[src/rtl/cpu_pkg.sv]
// Shared CPU definitions: opcodes, bus widths, instruction field slices and fetch state encoding.
package cpu_pkg;

    localparam int unsigned INSTR_W = 16;
    localparam int unsigned ADDR_W  = 16;
    localparam int unsigned OPC_W   = 4;

    localparam logic [OPC_W-1:0] OP_ADD  = 4'b0010;
    localparam logic [OPC_W-1:0] OP_SUB  = 4'b0110;
    localparam logic [OPC_W-1:0] OP_SLT  = 4'b0111;
    localparam logic [OPC_W-1:0] OP_LW   = 4'b1000;
    localparam logic [OPC_W-1:0] OP_SW   = 4'b1010;
    localparam logic [OPC_W-1:0] OP_BNE  = 4'b1110;
    localparam logic [OPC_W-1:0] OP_HALT = 4'b1111;

    localparam int unsigned OPC_MSB = 15;
    localparam int unsigned OPC_LSB = 12;
    localparam int unsigned RS_MSB  = 11;
    localparam int unsigned RS_LSB  = 8;
    localparam int unsigned RT_MSB  = 7;
    localparam int unsigned RT_LSB  = 4;
    localparam int unsigned RD_MSB  = 3;
    localparam int unsigned RD_LSB  = 0;

    typedef enum logic {
        FS_RUN  = 1'b0,
        FS_HALT = 1'b1
    } fetch_state_e;

    // IF/ID pipeline register payload
    typedef struct packed {
        logic [INSTR_W-1:0] instr;
        logic [ADDR_W-1:0]  pc;
    } id_entry_t;

    function automatic logic [OPC_W-1:0] opcode_of(input logic [INSTR_W-1:0] instr);
        return instr[OPC_MSB:OPC_LSB];
    endfunction

endpackage

[src/rtl/fetch_stage_if.sv]
// Fetch-to-decode valid/ready handshake carrying the fetched instruction and its address.
interface fetch_stage_if;
    import cpu_pkg::*;

    logic               id_valid;
    logic               id_ready;
    logic [INSTR_W-1:0] id_instr;
    logic [ADDR_W-1:0]  id_pc;

    modport master (output id_valid, output id_instr, output id_pc, input id_ready);
    modport slave  (input id_valid, input id_instr, input id_pc, output id_ready);
endinterface

[src/rtl/pc_counter.sv]
// Program counter: redirect load, increment modulo DEPTH, or hold.
module pc_counter
    import cpu_pkg::*;
#(
    parameter logic [ADDR_W-1:0] RESET_PC = 16'h0000,
    parameter int unsigned       DEPTH    = 16
) (
    input  logic              clk,
    input  logic              rst,
    input  logic              load,
    input  logic [ADDR_W-1:0] load_pc,
    input  logic              inc,
    output logic [ADDR_W-1:0] pc
);

    // DEPTH is a power of two, so masking implements the modulo
    localparam logic [ADDR_W-1:0] PC_MASK = ADDR_W'(DEPTH - 1);

    logic [ADDR_W-1:0] pc_q;
    logic [ADDR_W-1:0] pc_d;

    always_comb begin
        pc_d = pc_q;
        if (load) begin
            pc_d = load_pc & PC_MASK;
        end else if (inc) begin
            pc_d = (pc_q + ADDR_W'(1)) & PC_MASK;
        end
    end

    always_ff @(posedge clk) begin
        if (rst) begin
            pc_q <= RESET_PC;
        end else begin
            pc_q <= pc_d;
        end
    end

    assign pc = pc_q;

endmodule

[src/rtl/fetch_stage.sv]
// Instruction fetch stage: drives imem address, registers IF/ID entry, handles redirect and HALT.
// Optional PERF_CNT_EN adds a 32-bit fetch_count output counting every fetch.
module fetch_stage
    import cpu_pkg::*;
#(
    parameter logic [ADDR_W-1:0] RESET_PC   = 16'h0000,
    parameter int unsigned       IMEM_DEPTH = 16,
    parameter logic [OPC_W-1:0]  HALT_OP    = 4'hF
) (
    input  logic                clk,
    input  logic                rst,
    output logic [ADDR_W-1:0]   imem_addr,
    input  logic [INSTR_W-1:0]  imem_instr,
    input  logic                redirect_valid,
    input  logic [ADDR_W-1:0]   redirect_pc,
    fetch_stage_if.master       id_bus,
    output logic                halted
`ifdef PERF_CNT_EN
    ,
    output logic [31:0]         fetch_count
`endif
);

    localparam logic [0:0] ST_RUN  = 1'(FS_RUN);
    localparam logic [0:0] ST_HALT = 1'(FS_HALT);

    logic [0:0]        state_q, state_d;
    logic              id_valid_q, id_valid_d;
    id_entry_t         id_q, id_d;
    logic [ADDR_W-1:0] pc;
    logic              fire_c;
    logic              halt_op_c;

    assign fire_c    = (state_q == ST_RUN) && !redirect_valid && (!id_valid_q || id_bus.id_ready);
    assign halt_op_c = (opcode_of(imem_instr) == HALT_OP);

    pc_counter #(
        .RESET_PC (RESET_PC),
        .DEPTH    (IMEM_DEPTH)
    ) u_pc (
        .clk     (clk),
        .rst     (rst),
        .load    (redirect_valid),
        .load_pc (redirect_pc),
        .inc     (fire_c && !halt_op_c),
        .pc      (pc)
    );

    // Next state: redirect beats fire, fire beats drain; a stall holds everything
    always_comb begin
        state_d    = state_q;
        id_valid_d = id_valid_q;
        id_d       = id_q;
        if (redirect_valid) begin
            id_valid_d = 1'b0;
            state_d    = ST_RUN;
        end else if (fire_c) begin
            id_valid_d = 1'b1;
            id_d.instr = imem_instr;
            id_d.pc    = pc;
            if (halt_op_c) begin
                state_d = ST_HALT;
            end
        end else if (id_valid_q && id_bus.id_ready) begin
            id_valid_d = 1'b0;
        end
    end

    always_ff @(posedge clk) begin
        if (rst) begin
            state_q    <= ST_RUN;
            id_valid_q <= 1'b0;
            id_q       <= '0;
        end else begin
            state_q    <= state_d;
            id_valid_q <= id_valid_d;
            id_q       <= id_d;
        end
    end

`ifdef PERF_CNT_EN
    logic [31:0] fetch_count_q, fetch_count_d;

    always_comb begin
        fetch_count_d = fetch_count_q;
        if (fire_c) begin
            fetch_count_d = fetch_count_q + 32'(1);
        end
    end

    always_ff @(posedge clk) begin
        if (rst) begin
            fetch_count_q <= '0;
        end else begin
            fetch_count_q <= fetch_count_d;
        end
    end

    assign fetch_count = fetch_count_q;
`endif

    assign imem_addr       = pc;
    assign halted          = (state_q == ST_HALT);
    assign id_bus.id_valid = id_valid_q;
    assign id_bus.id_instr = id_q.instr;
    assign id_bus.id_pc    = id_q.pc;

endmodule

[src/flat_wrapper.sv]
// flat-port wrapper written by rule: the top's interface ports become plain ports
module fetch_stage_flat import cpu_pkg::*;
#(
    parameter logic [ADDR_W-1:0] RESET_PC   = 16'h0000,
    parameter int unsigned       IMEM_DEPTH = 16,
    parameter logic [OPC_W-1:0]  HALT_OP    = 4'hF
)
  (clk, rst, imem_addr, imem_instr, redirect_valid, redirect_pc, halted, id_bus_id_valid, id_bus_id_instr, id_bus_id_pc, id_bus_id_ready);
  fetch_stage_if id_bus_i ();
  input  logic clk;
  input  logic rst;
  output logic [ADDR_W-1:0] imem_addr;
  input  logic [INSTR_W-1:0] imem_instr;
  input  logic redirect_valid;
  input  logic [ADDR_W-1:0] redirect_pc;
  output logic halted;
  output wire logic [$bits(id_bus_i.id_valid)-1:0] id_bus_id_valid;
  output wire logic [$bits(id_bus_i.id_instr)-1:0] id_bus_id_instr;
  output wire logic [$bits(id_bus_i.id_pc)-1:0] id_bus_id_pc;
  input wire logic [$bits(id_bus_i.id_ready)-1:0] id_bus_id_ready;
  assign id_bus_id_valid = id_bus_i.id_valid;
  assign id_bus_id_instr = id_bus_i.id_instr;
  assign id_bus_id_pc = id_bus_i.id_pc;
  assign id_bus_i.id_ready = id_bus_id_ready;
  fetch_stage #(.RESET_PC(RESET_PC), .IMEM_DEPTH(IMEM_DEPTH), .HALT_OP(HALT_OP)) u_core (.clk(clk), .rst(rst), .imem_addr(imem_addr), .imem_instr(imem_instr), .redirect_valid(redirect_valid), .redirect_pc(redirect_pc), .id_bus(id_bus_i), .halted(halted));
endmodule
[config.mk]
export PLATFORM = sky130hd
export DESIGN_NAME = fetch_stage_flat
export DESIGN_NICKNAME = d
export VERILOG_FILES = /design/src/rtl/cpu_pkg.sv /design/src/rtl/fetch_stage_if.sv /design/src/rtl/pc_counter.sv /design/src/rtl/fetch_stage.sv /design/src/flat_wrapper.sv
export SDC_FILE = /design/constraint.sdc
export NUM_CORES = 1
export LEC_CHECK = 0
export BUFFER_PORTS_ARGS = -buffer_cell sky130_fd_sc_hd__buf_2
export CORE_ASPECT_RATIO = 0.8
export CORE_MARGIN = 2
export CORE_UTILIZATION = 36
export CTS_CLUSTER_SIZE = 30
export DETAILED_ROUTE_END_ITERATION = 7
export HOLD_SLACK_MARGIN = 0.08
export PLACE_DENSITY = 0.76
export SYNTH_ARGS = -nofsm -noshare
export SYNTH_HDL_FRONTEND = slang
export SYNTH_SLANG_ARGS = --single-unit
export TNS_END_PERCENT = 10
[constraint.sdc]
create_clock -name clk -period 1.2 [get_ports clk]
set_clock_uncertainty 0.15 [all_clocks]
set_input_delay 0.24 -clock clk [delete_from_list [all_inputs] [get_ports clk]]
set_output_delay 0.24 -clock clk [all_outputs]
set_load 0.02 [all_outputs]
==> reports/qor.yml <==
yosys:
  synthesis.area_um2: 1190
  yosysWarningCount: 0
  synthDistinctLibCells: 24
  syn_inst: 146
  synth_seq_cells: 26
  synth_seq_area_share_pct: 43.6
  avgSynthCellArea_um2: 8.18
sta:
  fmax_ghz: 0.811
  rsz0062_at_grt: "true"
  fin_tns_setup_ns: -0.158
  setup_ws_ns: -0.0331
  fin_crit_ns: 1.23
  hold_viol_final: 0
  final-setup-viol-count: 12
  slew_viol_final: 0
  fin_crit_sh_pct: 103
  hold_ws_ns: 0.138
finish:
  diodes: 0
  fin_area_um2: 1850
  final_nets: 257
  drive_above_1_share_pct: 39.7
  syn2layout_area_growth_pct: 54.8
  final_cell_mix: "42 x nand2_1, 35 x buf_2, 24 x conb_1, 20 x dfxtp_1, 17 x dlygate4sd3_1"
  final_common_cell: "nand2_1"
worst_setup_path:
  start_kind: "flop"
  cp.required_ns: 0.81
  worstPathMaxFanout: 2
  r2r_setup_slack_ns: -0.02
  r2r-start: "u_core.halted$_SDFFE_PP0P_"
  setup.worst_path.end_class: "primary output"
  worstSetupPathType: "flop to primary output"
  crit_arrival_ns: 0.84
  r2r-end: "u_core.id_bus.id_instr[15]$_SDFFE_PP0P_"
  rr_worst_depth: 5
floorplanning:
  start_util_pct: 38.2
  pin_count: 86
  dieArea_um2: 3800
  rows: 18
  core_area_um2: 3130
  dieWidth_um: 68.4
  dieHeight_um: 55.5
route:
  wl_per_cell_um: 11.1
  ant_nets: 0
  dr_total_vias: 1100
  finalWirelength_um: 2890
  drtIter0Drc: 29
  drc: 0
  via_per_inst: 4.25
  first_pass_iters: 3
grt:
  grt_pass1_vias: 968
  antenna_found_initial: 0
  grt-ovfl-total: 0
  grt_start_max_net_pins: 24
  grt.total_usage_pct: 13.7
  grt_pass1_wl_um: 4060
power:
  p_total_mw: 2.16
  vdd_drop_max_uv: 764
  power_density_nw_per_um2: 1170
  p_leak_nw: 0.868
placed_design:
  port-buffer-count: 49
  dp_hpwl_um: 1690
  place_congestion: 0.706
  placed_cell_area_um2: 1460
  dp_slack_ns: -0.152
min_path:
  min_path_cells: 4
  whs_endpoint: "u_core.u_pc.pc[0]$_SDFFE_PP0P_"
  worstHoldStart: "redirect_pc[0]"
  min_path_type: "input port to flop"
clocking:
  cts_buffers: 3
  htreeDepth: 1
  clockRootBuffer: "clkbuf_8"
  cts_sinks: 26
  cts_buffer_depth: 2
  cts_tree: "built"
  clkSlewWorstSetupHoldPaths_ns: 0.09
  clk_latency_ns: 0.26
status:
  violations: "negative setup slack"
  status: "complete, but fails checks"
run:
  cap_violations: 0
[synthesized netlist by cell type]
cell type / count / share of area, %
a2111oi_2: 1 / 1.3
a21oi_1: 20 / 8.4
a21oi_2: 2 / 1.5
and2_1: 1 / 0.52
and3_1: 1 / 0.52
buf_4: 28 / 18
clkbuf_1: 2 / 0.63
conb_1: 1 / 0.31
dfxtp_1: 26 / 44
ha_1: 1 / 1.0
inv_1: 1 / 0.31
nand2_1: 43 / 14
nand2b_1: 1 / 0.52
nand3_2: 1 / 0.84
nand4_1: 3 / 1.6
nor2_1: 3 / 0.94
nor2_4: 1 / 0.94
nor2b_1: 2 / 1.0
o21a_1: 1 / 0.63
o21ai_0: 2 / 0.84
o21ba_2: 1 / 0.84
or2_2: 1 / 0.52
xnor2_1: 1 / 0.73
xor2_1: 2 / 1.5
[worst max path at each step]
stage,from,endpoint,slack [ns],cells past startpoint
3_5_place_dp,imem_instr[14],u_core.u_pc.pc[1]$_SDFFE_PP0P_,-0.15,5
4_1_cts,u_core.halted$_SDFFE_PP0P_,halted,-0.04,2
5_1_grt,u_core.halted$_SDFFE_PP0P_,u_core.id_bus.id_instr[4]$_SDFFE_PP0P_,-0.07,5
2_1_floorplan,u_core.halted$_SDFFE_PP0P_,u_core.id_bus.id_pc[0]$_SDFFE_PP0P_,0.01,5
6_report,u_core.halted$_SDFFE_PP0P_,halted,-0.03,2
3_3_place_gp,imem_instr[14],u_core.u_pc.pc[1]$_SDFFE_PP0P_,-0.14,5
[state kept, by name, summed over array words and instances, names as in the netlist]
signal                  cells
u_core.halted               1
u_core.id_bus.id_pc         4
u_core.id_bus.id_valid      1
u_core.id_bus.id_instr     16
u_core.u_pc.pc              4
[layer usage]
layer / vias to the layer above / GRT usage [%] / part of all wire [%]
met4: 0 / 1.71 / 0.28
met1: 492 / 17.0 / 44
met5: - / 0 / 0
met2: 36 / 23.2 / 49
li1: 570 / - / -
met3: 2 / 4.68 / 6.3
[logic make-up (layout without fill, tap and decap cells)]
logic type               Yosys count  in the layout  share of synthesized area [%]
adder cells (fa/ha/maj)            1              1                           1.05
flip-flops                        26             26                           43.6
other                              1             24                          0.314
XOR/XNOR                           3              3                           2.20
AO/OA/AOI/OAI                     27             27                           13.4
buffers and inverters             31             81                           18.5
AND/OR/NAND/NOR                   57             57                           20.9
[layout make-up]
type | instances | area [µm²]
inverter | 1 | 3.75
clock buffer | 3 | 41.3
multi-input combinational | 112 | 594
timing repair buffer | 76 | 599
clock inverter | 1 | 30.0
fill | 279 | 1280
sequential | 26 | 531
tap | 40 | 50.0
[critical path: stages (launching register included)]
cell,delay (ns)
dfxtp_2,0.35
buf_6,0.12
buf_6,0.12
[what timing repair did]
action                                  4_1_cts  5_1_grt
buffers inserted                              2        0
hold buffers                                 17        0
endpoints found under the hold margin        17        0
gates resized for setup                      10       23
gates cloned                                  0        1
endpoints found under the setup margin       24       36
pin swaps                                     2        1
[per-stage QoR]
step	utilization, %	cells
detailed placement	46.7	235
global route	59.1	259
finish	59.1	259
global placement	46.7	235
CTS	55.8	258
floorplan	-	169
[power breakdown]
part / switching [mW] / internal [mW] / total (mW) / leakage (nW)
Combinational: 0.283 / 0.220 / 0.503 / 0.616
Clock: 0.266 / 0.446 / 0.711 / 0.0357
Sequential: 0.0298 / 0.914 / 0.944 / 0.216
Note: power is estimated with default switching activity, not from simulation.
